## config.mk

```make
export PLATFORM = sky130hd
export DESIGN_NAME = mem_arbiter
export DESIGN_NICKNAME = d
export VERILOG_FILES = /design/src/rtl/mem_arbiter_pkg.sv /design/src/rtl/mem_arb_select.sv /design/src/rtl/mem_arbiter.sv
export SDC_FILE = /design/constraint.sdc
export NUM_CORES = 1
export LEC_CHECK = 0
export CORE_MARGIN = 8
export CORE_UTILIZATION = 25
export CTS_CLUSTER_SIZE = 28
export DETAILED_ROUTE_END_ITERATION = 8
export GPL_TIMING_DRIVEN = 0
export PLACE_DENSITY_LB_ADDON = 0.15
export SLEW_MARGIN = 20
export SYNTH_ARGS = -nofsm -noshare
export SYNTH_HDL_FRONTEND = slang
export SYNTH_SLANG_ARGS = --single-unit
```

## constraint.sdc

```tcl
create_clock -name clk -period 3.2 [get_ports clk]
set_input_delay 0.64 -clock clk [delete_from_list [all_inputs] [get_ports clk]]
set_output_delay 0.64 -clock clk [all_outputs]
set_load 0.005 [all_outputs]
```

## src/rtl/mem_arbiter_pkg.sv

```systemverilog
// rtl/mem_arbiter_pkg.sv - shared memory bus types and arbiter state encoding
package mem_arbiter_pkg;

    localparam int ADDR_W = 32;
    localparam int DATA_W = 32;

    typedef struct packed {
        logic              en;
        logic [ADDR_W-1:0] addr;
        logic [1:0]        size;
    } mem_read_req_t;

    typedef struct packed {
        logic              done;
        logic [DATA_W-1:0] data;
    } mem_read_rsp_t;

    typedef struct packed {
        logic              en;
        logic [ADDR_W-1:0] addr;
        logic [1:0]        size;
        logic [DATA_W-1:0] data;
    } mem_write_req_t;

    typedef struct packed {
        logic done;
    } mem_write_rsp_t;

    localparam mem_read_req_t  mem_read_req_rst  = '0;
    localparam mem_write_req_t mem_write_req_rst = '0;

    typedef enum logic [1:0] {
        ARB_IDLE,
        ARB_BUSY_FETCH,
        ARB_BUSY_RD,
        ARB_BUSY_WR
    } arb_state_t;

    localparam arb_state_t arb_state_rst = ARB_IDLE;

    // Bit positions inside the one-hot grant vector
    localparam int GNT_FETCH = 0;
    localparam int GNT_RD    = 1;
    localparam int GNT_WR    = 2;

endpackage

```

## src/rtl/mem_arb_select.sv

```systemverilog
// rtl/mem_arb_select.sv - combinational priority and streak-override grant decision
module mem_arb_select
    import mem_arbiter_pkg::*;
(
    input  logic       fetch_en_i,
    input  logic       rd_en_i,
    input  logic       wr_en_i,
    input  logic       streak_max_i,
    output logic [2:0] grant_o
);

    // Data normally wins; fetch wins alone or once data has used its streak
    always_comb begin
        grant_o = '0;
        if (fetch_en_i && (streak_max_i || !(rd_en_i || wr_en_i))) begin
            grant_o[GNT_FETCH] = 1'b1;
        end else if (wr_en_i) begin
            grant_o[GNT_WR] = 1'b1;
        end else if (rd_en_i) begin
            grant_o[GNT_RD] = 1'b1;
        end
    end

endmodule

```

## src/rtl/mem_arbiter.sv

```systemverilog
// rtl/mem_arbiter.sv - single-outstanding arbiter sharing one memory port between fetch and data
module mem_arbiter
    import mem_arbiter_pkg::*;
#(
    parameter int MAX_DATA_STREAK = 4,
    parameter int TIMEOUT_CYCLES  = 256
) (
    input  logic           clk,
    input  logic           rst,
    input  mem_read_req_t  fetch_read_req,
    output mem_read_rsp_t  fetch_read_rsp,
    input  mem_read_req_t  data_read_req,
    output mem_read_rsp_t  data_read_rsp,
    input  mem_write_req_t data_write_req,
    output mem_write_rsp_t data_write_rsp,
    output mem_read_req_t  mem_read_req,
    input  mem_read_rsp_t  mem_read_rsp,
    output mem_write_req_t mem_write_req,
    input  mem_write_rsp_t mem_write_rsp,
    output logic           grant_fetch,
    output logic           grant_data,
    output logic           timeout_err
);

    localparam int STREAK_W = $clog2(MAX_DATA_STREAK + 1);
    localparam int TIMER_W  = $clog2(TIMEOUT_CYCLES + 1);
    localparam logic [STREAK_W-1:0] STREAK_MAX = STREAK_W'(MAX_DATA_STREAK);
    localparam logic [TIMER_W-1:0]  TIMER_LAST = TIMER_W'(TIMEOUT_CYCLES - 1);

    arb_state_t          state_q, state_d;
    mem_read_req_t       rd_lat_q, rd_lat_d;
    mem_write_req_t      wr_lat_q, wr_lat_d;
    logic [STREAK_W-1:0] streak_q, streak_d;
    logic [TIMER_W-1:0]  timer_q, timer_d;
    logic                orphan_q, orphan_d;

    logic [2:0] grant;
    logic       busy;
    logic       rd_busy;
    logic       owner_en;
    logic       down_done;
    logic       timed_out;
    logic       orphan;
    logic       deliver;

    mem_arb_select u_select (
        .fetch_en_i   (fetch_read_req.en),
        .rd_en_i      (data_read_req.en),
        .wr_en_i      (data_write_req.en),
        .streak_max_i (streak_q == STREAK_MAX),
        .grant_o      (grant)
    );

    always_comb begin
        busy     = (state_q != ARB_IDLE);
        rd_busy  = (state_q == ARB_BUSY_FETCH) || (state_q == ARB_BUSY_RD);
        owner_en = 1'b0;
        case (state_q)
            ARB_BUSY_FETCH: owner_en = fetch_read_req.en;
            ARB_BUSY_RD:    owner_en = data_read_req.en;
            ARB_BUSY_WR:    owner_en = data_write_req.en;
            default:        owner_en = 1'b0;
        endcase
        down_done = rd_busy ? mem_read_rsp.done
                            : ((state_q == ARB_BUSY_WR) && mem_write_rsp.done);
        timed_out = busy && !down_done && (timer_q == TIMER_LAST);
        // A flushed owner is treated as gone for the rest of the transaction, including this cycle
        orphan    = orphan_q || (busy && !owner_en);
        deliver   = (down_done || timed_out) && !orphan;
    end

    always_comb begin
        state_d  = state_q;
        rd_lat_d = rd_lat_q;
        wr_lat_d = wr_lat_q;
        streak_d = streak_q;
        timer_d  = timer_q;
        orphan_d = orphan_q;
        case (state_q)
            ARB_IDLE: begin
                timer_d  = '0;
                orphan_d = 1'b0;
                if (grant[GNT_FETCH]) begin
                    state_d  = ARB_BUSY_FETCH;
                    rd_lat_d = fetch_read_req;
                    streak_d = '0;
                end else if (grant[GNT_WR]) begin
                    state_d  = ARB_BUSY_WR;
                    wr_lat_d = data_write_req;
                    streak_d = streak_q + 1'b1;
                end else if (grant[GNT_RD]) begin
                    state_d  = ARB_BUSY_RD;
                    rd_lat_d = data_read_req;
                    streak_d = streak_q + 1'b1;
                end
            end
            default: begin
                orphan_d = orphan;
                if (timer_q != TIMER_LAST) begin
                    timer_d = timer_q + 1'b1;
                end
                if (down_done || timed_out) begin
                    state_d  = ARB_IDLE;
                    timer_d  = '0;
                    orphan_d = 1'b0;
                end
            end
        endcase
        // The streak only means something while fetch is actually waiting
        if (!fetch_read_req.en) begin
            streak_d = '0;
        end
    end

    always_ff @(posedge clk or negedge rst) begin
        if (!rst) begin
            state_q  <= arb_state_rst;
            rd_lat_q <= mem_read_req_rst;
            wr_lat_q <= mem_write_req_rst;
            streak_q <= '0;
            timer_q  <= '0;
            orphan_q <= 1'b0;
        end else begin
            state_q  <= state_d;
            rd_lat_q <= rd_lat_d;
            wr_lat_q <= wr_lat_d;
            streak_q <= streak_d;
            timer_q  <= timer_d;
            orphan_q <= orphan_d;
        end
    end

    always_comb begin
        mem_read_req   = mem_read_req_rst;
        mem_write_req  = mem_write_req_rst;
        fetch_read_rsp = '0;
        data_read_rsp  = '0;
        data_write_rsp = '0;
        if (rd_busy && !timed_out) begin
            mem_read_req    = rd_lat_q;
            mem_read_req.en = 1'b1;
        end
        if ((state_q == ARB_BUSY_WR) && !timed_out) begin
            mem_write_req    = wr_lat_q;
            mem_write_req.en = 1'b1;
        end
        if (deliver) begin
            case (state_q)
                ARB_BUSY_FETCH: begin
                    fetch_read_rsp.done = 1'b1;
                    fetch_read_rsp.data = timed_out ? '0 : mem_read_rsp.data;
                end
                ARB_BUSY_RD: begin
                    data_read_rsp.done = 1'b1;
                    data_read_rsp.data = timed_out ? '0 : mem_read_rsp.data;
                end
                ARB_BUSY_WR: data_write_rsp.done = 1'b1;
                default: ;
            endcase
        end
    end

    assign grant_fetch = (state_q == ARB_BUSY_FETCH);
    assign grant_data  = (state_q == ARB_BUSY_RD) || (state_q == ARB_BUSY_WR);
    assign timeout_err = timed_out;

endmodule

```

; Word-level counts from Yosys, hierarchy flattened
; Index checks and enable logic that the tools add are counted.
; W data, S select, Z words.
[totals]
ff_bits = 115
latchBits = 0
ram_bits = 0
rom_bits = 0
in_bits = 173
out_inout_bits = 172
wordCells = 84
n_memories = 0
[op_classes]
n_addsub = 2
multipliers = 0
div = 0
order_cmp = 0
n_eq_ne = 10
n_shift = 0
n_mux = 34
n_bitwise = 1
reduce_logical = 28
[ops]
columns = op, n
row1 = $mux W33, 4
row2 = $mux W34, 3
row3 = $mux W67, 1
row4 = $mux W35, 1
row5 = $mux W32, 1
row6 = $mux W9, 3
row7 = $mux W3, 5
row8 = $mux W2, 6
row9 = $add A9 B1 Y9 const B, 1
row10 = $eq A9 B8 Y1 const B, 1
row11 = $mux W1, 9
row12 = $ne A9 B8 Y1 const B, 1
row13 = $logic_and A1 B1 Y1, 8
row14 = $logic_or A1 B1 Y1, 6
row15 = $reduce_and A3 Y1, 2
row16 = $reduce_bool A2 Y1, 3
row17 = $logic_not A1 Y1, 5
row18 = $eq A2 B2 Y1 const B, 2
row19 = $ne A4 B1 Y1 const B, 1
row20 = $ne A4 B4 Y1 const B, 1
row21 = $reduce_and A2 Y1, 2
row22 = $add A3 B1 Y3 const B, 1
row23 = $eq A3 B3 Y1 const B, 1
row24 = $pmux W1 S3, 1
row25 = 6 further kinds, 6

; Longest topological paths before layout
; Gate-level depths: netlist (run 1).
[depth]
ltp_word = 10
mapped_depth = 10
ltp_nobuf = 7

; Hierarchy
; From an unflattened synthesis (run 1), not the netlist that was laid out.
[unflattened]
hier_cells = 608
hier_area_um2 = 6556.3
[by_module_without_submodules]
columns = mod, n_inst, cells_each, area_per_inst_um2, seq_area_each_um2
row1 = mem_arbiter, 1, 603, 6517.5, 2877.8
row2 = mem_arb_select, 1, 5, 38.8, 0.0

; Worst setup path after synthesis (run 1)
; No wires, ideal clock.
[synth_path]
kind = register to output
startpoint = register timer_q[0]
endpoint = output port mem_read_req[0] (netlist name)
arrival_time_ns = 2.122
slack_ns = 0.438
path_stages_with_launch = 11
n_path_buf = 3
path_cell_list = dfrtp_1 -> ha_1 -> nand3_1 -> nor3_1 -> ha_1 -> nand2b_1 -> buf_2 -> or3_4 -> buf_6 -> buf_6 -> and3_1
[synth_lines]
columns = item, line_no
row1 = from (decl), mem_arbiter.sv:34  ; logic [TIMER_W-1:0] timer_q, timer_d;
row2 = from (signal assigned), mem_arbiter.sv:128  ; timer_q <= timer_d;
row3 = to (decl), mem_arbiter.sv:16  ; output mem_read_req_t mem_read_req,

==> summary by stage, run 1 <==
Worst setup path
Traced cell by cell, the critical path runs through ha_4 > nand3_4 > nor3_4 > ha_2 > nand2b_1 > buf_6 > or3_4 > bufbuf_16 > buf_6 > and3_1 > dlygate4sd2_1. The worst stage delay on the critical path is 390 ps. The nature of the critical path endpoint is a primary output. The arrival time of data at the critical path endpoint is 2840 ps. On the critical path the largest part of the delay comes from simple AND/OR/NAND/NOR gates.

The count of buffer and inverter cells on the critical path is 4. The slowest library cell on the worst path is sky130_fd_sc_hd__dfrtp_1. The data required time of the critical path is 2560 ps. The largest fanout on the critical path is 10. The critical path start-end classification is flop to primary output.

STA classifies the critical path startpoint as a flop. By instance count, the cell type seen most on the critical path is sky130_fd_sc_hd__buf_6.

Routing
The detailed router finished its first iteration with 242 violations. In this run the remaining antenna-violating nets after routing total 0. The routed layout has 7128 vias. The routed design has 29.9 mm of wire. In the routed layout, each cell is associated on average with a via count of 4.86. For this run, design rule violations remaining after detail routing come to 0. The first TritonRoute pass finished after 4 iterations. After detailed routing, the average wire length per cell comes to 20.4 um.

Final layout
After filler insertion, the fill cell instance count of the layout stands at 2442. The area growth from synthesis to layout is 89.2%. The count of nets after finishing is 1294. The final design utilization is 0.476. The combined area of the multi-input logic cells is 4280 sq um. The finished layout holds 1466 standard cells, fillers aside. The final design area excluding fillers is 12700 sq um. The antenna diode count is 0.

In the final layout, the share of cells above drive strength 1 is 0.455. The sequential cells in the finished layout cover a total of 2880 sq um.

CTS
Clock latency on the worst-skew pair, taken at its later pin, is 420 ps. The number of buffers on the longest clock path is 2. The total number of clock tree sinks is 115. CTS built an H-tree with a depth of 4. Counting the buffers created by CTS gives 17. The clock-pin slew on the worst setup and hold paths is 70 ps. The tree is rooted in a sky130_fd_sc_hd__clkbuf_16.

The CTS tree is done.

Synth
The commonest cells after synthesis are 115 x sky130_fd_sc_hd__dfrtp_1, 101 x sky130_fd_sc_hd__and3_1, 67 x sky130_fd_sc_hd__nor3_1. The per-instance average area after synthesis is 9.83 sq um. Synthesis produced 683 cells.

The mapped cell area is 6710 sq um. Among all flip-flop cells after synthesis, the most frequent one is sky130_fd_sc_hd__dfrtp_1. The net count after synthesis is 865. Sorting the synthesized cells by area gives the leading types as sky130_fd_sc_hd__dfrtp_1 43%, sky130_fd_sc_hd__mux2_2 11%, sky130_fd_sc_hd__and3_1 9.4%. The count of yosys warnings during synthesis is 0. In this run, distinct cell masters in the synthesized netlist total 48.

Of the synthesized area, sequential elements account for 0.429. The library cell with the highest instance count after synthesis is sky130_fd_sc_hd__dfrtp_1. The number of synthesized flops with an enable pin is 0. The register bit count reported by yosys is 115. The library cell occupying the most area in the post-synthesis netlist is sky130_fd_sc_hd__dfrtp_1. The share of the synthesized area in the top cell type is 0.429.

Of all flip-flops after synthesis, the portion carrying an async set or reset was 1.00.

Global routing
The initial antenna violation count is 1. The number of global-route vias before repair is 7609. In the global route stage, overall resource usage came out at 0.175.

The global-route congestion overflow total is 0. Entering global routing, the biggest net connects 62 pins. The wire length of the first global-routing pass is 45.1 mm.

Timing
The number of setup violations in the final report is 130. The final-report max-slew violation count is 0. After routing, the total negative slack on setup checks comes to -16920 ps. The worst clock skew is 13.8 ps. The worst setup margin is -277 ps.

The hold violation total from the final report is 0. The period utilization is 1.09. Setup repair after global routing could not meet its margin everywhere. The remaining max-slew budget at the tightest pin is 0.445. The transition time at the pin with the least slew margin is 833 ps. The clock period minus worst slack is 3480 ps. Timing would allow up to 288 MHz.

Pwr
The share of total power dissipated in the clock network is 0.177. The logic gate share of total power is 0.584. In this run the power density over the cells is 810 nW/um^2.

Of the total power, the share spent switching nets is 0.380. The reported leakage power is 5.71 nW. The sequential power share is 0.239. The analysis attributes to net switching a power of 3.91 mW. Cell internal power was estimated by the tool at 6.37 mW. The worst ir drop on vdd is 0.436 mV.

Place
Once placement finished, the instance area stood at 10600 sq um. The total of buffers placed on input and output ports is 342. The HPWL after detailed placement is 21.4 mm. The placed cell count is 1367. The congestion estimate from routability-driven global placement came to 0.780.

Job
The number of max-cap violations is 0.

Die
The y dimension of the die is 180 um. The floorplan step defined a die boundary enclosing 32300 sq um. In this run the core area contains 60 standard-cell rows. The count of pins on the block boundary is 345. From left edge to right edge, the die measures 180 um. After floorplanning, the core was sized to cover 26700 sq um. The starting density of the core is 0.252.

Outcome
The flow ran to the end, but the final reports show violations. The checks that failed: negative setup slack.

Worst hold path
The tightest min-delay check is of the input port to asynchronous set/reset pin type.
==> worst register-to-register path: stages (launching register included) <==
cell and delay, ps:
sky130_fd_sc_hd__dfrtp_1 400, sky130_fd_sc_hd__inv_1 80, sky130_fd_sc_hd__ha_1 200, sky130_fd_sc_hd__a2bb2oi_2 110, sky130_fd_sc_hd__nor2_1 540, sky130_fd_sc_hd__clkbuf_1 490, sky130_fd_sc_hd__a221oi_1 160
==> stage by stage <==
step | power [mW] | hold WS [ps] | setup slack, ps
after global placement | 7.37 | 478 | -3650
final | 10.3 | 125 | -277
after CTS | 9.92 | 142 | -352
after global routing | 10.9 | 159 | -409
after floorplan | 4.80 | 344 | 438
after detailed placement | 7.36 | 484 | -491
==> final cells by class <==
class	count	area share
clock buffers	18	0.0346
plain buffers	76	0.0404
repair buffers	412	0.305
inverters	43	0.0131
multi-input cells	447	0.337
clock inverters	14	0.00936
well taps	341	0.0336
flip-flops and latches	115	0.227
==> what timing repair did <==
item	CTS	global route
hold buffers	0	0
buffers inserted	48	11
resized for setup	647	197
setup endpoints to repair	171	169
pin swaps	32	20
cloned	11	1
==> cells by family after synthesis <==
group / share of synthesized area
adders and majority gates: 0.0168
xor gates and xnor gates: 0.00392
muxes: 0.111
AOI/OAI and AO/OA: 0.155
buffers and inverters: 0.0869
DFF: 0.429
and+or+nand+nor: 0.198
==> flip-flops by register name, indices dropped and copies added (netlist names) <==
name,cells
timer_q,9
wr_lat_q,66
orphan_q,1
state_q,2
streak_q,3
rd_lat_q,34
==> cells in the final DEF (no fill, tap or decap), types with 4 or more instances in the layout <==
master / count
sky130_fd_sc_hd__inv_1: 39
sky130_fd_sc_hd__clkdlybuf4s15_2: 8
sky130_fd_sc_hd__dfrtp_1: 113
sky130_fd_sc_hd__and3_4: 50
sky130_fd_sc_hd__dlygate4sd2_1: 19
sky130_fd_sc_hd__a21oi_2: 4
sky130_fd_sc_hd__buf_2: 75
sky130_fd_sc_hd__a211oi_1: 35
sky130_fd_sc_hd__clkbuf_1: 29
sky130_fd_sc_hd__nor3_1: 7
sky130_fd_sc_hd__inv_6: 6
sky130_fd_sc_hd__buf_6: 85
sky130_fd_sc_hd__clkdlybuf4s50_1: 188
sky130_fd_sc_hd__ha_4: 5
sky130_fd_sc_hd__nor3_2: 43
sky130_fd_sc_hd__buf_8: 5
sky130_fd_sc_hd__nand2_1: 8
sky130_fd_sc_hd__clkinvlp_4: 4
sky130_fd_sc_hd__o31ai_2: 18
sky130_fd_sc_hd__o31ai_4: 11
sky130_fd_sc_hd__clkbuf_16: 17
sky130_fd_sc_hd__nor3_4: 17
sky130_fd_sc_hd__nor2_1: 38
sky130_fd_sc_hd__clkbuf_2: 7
sky130_fd_sc_hd__and3_1: 51
sky130_fd_sc_hd__buf_4: 54
sky130_fd_sc_hd__dlymetal6s2s_1: 8
sky130_fd_sc_hd__mux2_2: 66
sky130_fd_sc_hd__a221oi_1: 34
sky130_fd_sc_hd__nor2_2: 4
==> layer usage <==
metal  track usage  vias up  part of all wire
met5             0        -           0.00040
met4        0.0517        2             0.020
met3        0.0593       39             0.072
met2         0.308      240              0.51
met1         0.198     3472              0.40
li1              -     3375                 -
==> power groups by stage <==
| stage | clock network, mW | logic (mW) | registers (mW) |
|---|---|---|---|
| after global placement | 0 | 4.95 | 2.42 |
| after CTS | 1.86 | 5.63 | 2.43 |
| final | 1.82 | 6.01 | 2.45 |
| after global routing | 1.91 | 6.48 | 2.53 |
| after detailed placement | 0 | 4.93 | 2.43 |
| after floorplan | 0 | 2.46 | 2.34 |
==> path summary, 6_finish.rpt <==
check	startpoint	end	slack [ps]	cells past startpoint
setup / recovery	timer_q[0]$_DFFE_PN0P_	mem_write_req[23]	-280	11
hold / removal	rst	wr_lat_q[24]$_DFFE_PN0P_	130	1
setup reg to reg	streak_q[0]$_DFFE_PN0P_	rd_lat_q[23]$_DFFE_PN0P_	1080	6
hold reg to reg	wr_lat_q[2]$_DFFE_PN0P_	wr_lat_q[2]$_DFFE_PN0P_	500	1
max in group asynchronous	rst	state_q[0]$_DFFE_PN0P_	2340	2
min in group clk	wr_lat_q[2]$_DFFE_PN0P_	wr_lat_q[2]$_DFFE_PN0P_	500	1
Note: power is estimated with default switching activity, not from simulation.
==> run 2: changes to the inputs <==
Settings changed: CAP_MARGIN set to 0.
==> results of run 2 <==
The final DEF is identical to that of run 1; final timing and power are the same.
==> run 3: changes to the inputs <==
Settings changed: PLACE_DENSITY_LB_ADDON 0.15 to unset.
==> summary by stage, run 3 (synthesis gave the netlist of run 1 again) <==
Worst setup path
The critical path is of the flop to primary output type. The largest fanout on the critical path is 5 (-5). The data required time of the critical path came to 2560 ps (about the same).

Tracing the worst setup path back leads to its startpoint at timer_q[0]$_DFFE_PN0P_. STA classifies the critical path startpoint as a flop. The startpoint of the most critical register-to-register path is streak_q[0]$_DFFE_PN0P_. The nature of the critical path endpoint is a primary output.

The arrival time of data at the critical path endpoint is 2790 ps (-50 ps).

Timing
The period utilization is 1.07 (-0.0141). The clock period minus worst slack is 3430 ps (-45.1 ps). The maximum achievable frequency was 291 MHz (+1.3%). The transition time at the pin with the least slew margin was 750 ps (-82.8 ps). The worst setup margin came to -232 ps (+45.1 ps). The remaining max-slew budget at the tightest pin came to 0.500 (+0.0552). The number of setup violations in the final report is 98 (-25%). Setup repair after global routing could not meet its margin everywhere. The worst clock skew is 13.0 ps (-0.840 ps).

The final-report max-slew violation count came to 0 (unchanged). The hold violation total from the final report is 0 (unchanged).

Routing
The first-iteration detailed-routing DRC count was 236 (-2.5%). The count of TritonRoute iterations in the first routing pass is 4 (unchanged). The number of vias after detailed routing is 7101 (-0.38%). The average wire length per cell after detail routing was 20.4 um (-0.31%).

The number of nets still failing antenna checks after routing is 0 (unchanged). The remaining design rule violation count was 0 (unchanged). The via count normalized by instance count is 4.90 (+0.79%). The sum of routed wire length over all layers is 29.5 mm (-1.5%).

Die
The floorplan die width is 180 um (unchanged). The overall die area is 32300 sq um (unchanged). The floorplan row count was 60 (unchanged). The y dimension of the die is 180 um (unchanged).

The core area is 26700 sq um (unchanged). The count of pins on the block boundary was 345 (unchanged). The starting density of the core is 0.252 (unchanged).

CTS
The number of buffers on the longest clock path came to 2 (unchanged). The CTS tree is done. The CTS buffer count is 17 (unchanged). The latest clock arrival within the worst-skew pair came to 420 ps (about the same).

The clock-pin slew on the worst setup and hold paths is 70 ps (about the same). The H-tree depth is 4 (unchanged). The count of hold-fix buffers inserted at cts is 0 (unchanged). The root buffer selected by CTS is sky130_fd_sc_hd__clkbuf_16. The total number of clock tree sinks is 115 (unchanged).

Global routing
The initial antenna violation count was 2 (+1). The wire length of the first global-routing pass is 43.7 mm (-3.1%). The largest net degree at the start of global routing is 70 (+13%).

The global-route usage over all layers is 0.170 (-0.00495). The global-route congestion overflow total is 0 (unchanged). The number of global-route vias before repair is 7379 (-3.0%).

Final layout
The final design area excluding fillers is 12900 sq um (+1.3%). The final design utilization came to 0.482 (+0.00596). The area of all sequential standard cells came to 2880 sq um (about the same). The count of nets after finishing is 1276 (-1.4%). The fraction of layout instances using a drive strength above 1 is 0.443 (-0.0125).

The register ranked first by flip-flop count is wr_lat_q. Leaving out fill and tap cells, the most frequent cells in the layout are 173 x sky130_fd_sc_hd__clkdlybuf4s50_1, 114 x sky130_fd_sc_hd__dfrtp_1, 108 x sky130_fd_sc_hd__buf_6. The combined area of the multi-input logic cells was 4170 sq um (-2.5%). The largest registers in the layout are wr_lat_q (66), rd_lat_q (34), timer_q (9). The number of filler cells placed in the layout came to 2405 (-1.5%). The library cell used most frequently in the layout, excluding fill and tap cells, is sky130_fd_sc_hd__clkdlybuf4s50_1. The flip-flop count of the largest register, all copies and words added is 66 (unchanged). The area growth from synthesis to layout is 91.5%.

Pwr
The reported leakage power is 6.15 nW (+7.7%). The power density normalized to cell area was 811 nW/um^2 (about the same). The worst ir drop on vdd is 0.351 mV (-20%).

Place
The HPWL after detailed placement is 21.5 mm (+0.57%). The total cell area at the placement stage is 10600 sq um (unchanged). The total of buffers placed on input and output ports came to 342 (unchanged). The routability-driven placement congestion ratio is 0.838 (+7.4%).

Worst hold path
The class of the tightest hold or removal check is input port to asynchronous set/reset pin.

Outcome
The final reports fail on negative setup slack. The flow ran to the end, but the final reports show violations.

Job
The number of max-cap violations is 0 (unchanged).
## run 3: area by class of cell
class                           instances  share of cell area
Clock buffer                           17              0.0331
Buffer                                 74              0.0427
Inverter                               43              0.0131
Tap cell                              341              0.0332
Timing Repair Buffer                  397               0.320
Multi-Input combinational cell        446               0.324
Sequential cell                       115               0.224
Clock inverter                         15             0.00954
Antenna cell                            1            0.000195
## run 3: worst paths after layout
kind	endpoint	slack, ps	depth (start not counted)
min in group clk	wr_lat_q[7]$_DFFE_PN0P_	500	1
min	wr_lat_q[26]$_DFFE_PN0P_	190	1
max	mem_read_req[9]	-230	11
min reg2reg	wr_lat_q[7]$_DFFE_PN0P_	500	1
max in group asynchronous	rd_lat_q[29]$_DFFE_PN0P_	2340	2
max reg2reg	wr_lat_q[55]$_DFFE_PN0P_	1050	7
## run 3: through the flow
step / setup TNS [ps] / std cells / hold WS [ps] / worst slack (ps) / power (mW)
final: -11290 / 1449 / 188 / -232 / 10.4
after global routing: -24240 / 1449 / 220 / -334 / 11.0
after CTS: -33620 / 1431 / 195 / -339 / 9.57
after detailed placement: -58040 / 1367 / 480 / -559 / 7.37
after global placement: -452590 / 1366 / 479 / -3490 / 7.32
after floorplan: 0 / 683 / 344 / 438 / 4.80
## run 3: worst max-delay path, stage by stage (launching register included)
cell and delay, ps:
sky130_fd_sc_hd__dfrtp_1 380, sky130_fd_sc_hd__ha_4 160, sky130_fd_sc_hd__nand3_4 80, sky130_fd_sc_hd__nor3_4 230, sky130_fd_sc_hd__ha_4 190, sky130_fd_sc_hd__nand2b_4 90, sky130_fd_sc_hd__or3_4 480, sky130_fd_sc_hd__buf_12 180
sky130_fd_sc_hd__buf_12 140, sky130_fd_sc_hd__clkbuf_16 150, sky130_fd_sc_hd__and3_4 180, sky130_fd_sc_hd__buf_6 110
## run 3: routing by layer
layer | GRT usage | wire [um] | vias up
li1 | - | - | 3340
met5 | 0 | 13 | -
met3 | 0.0548 | 2030 | 31
met4 | 0.0567 | 558 | 2
met1 | 0.194 | 11900 | 3481
met2 | 0.297 | 15000 | 247
## run 3: where the power goes
group          internal [mW]  switching (mW)  total (mW)
Combinational           3.44            2.70        6.14
Sequential              2.12           0.361        2.48
Clock                   1.01           0.785        1.79
## run 3: what timing repair did
item | in CTS | in global routing
gates cloned | 8 | 3
resized for setup | 535 | 330
pin swaps | 25 | 30
setup endpoints to repair | 171 | 171
hold endpoints to repair | 0 | 0
buffers inserted | 27 | 22
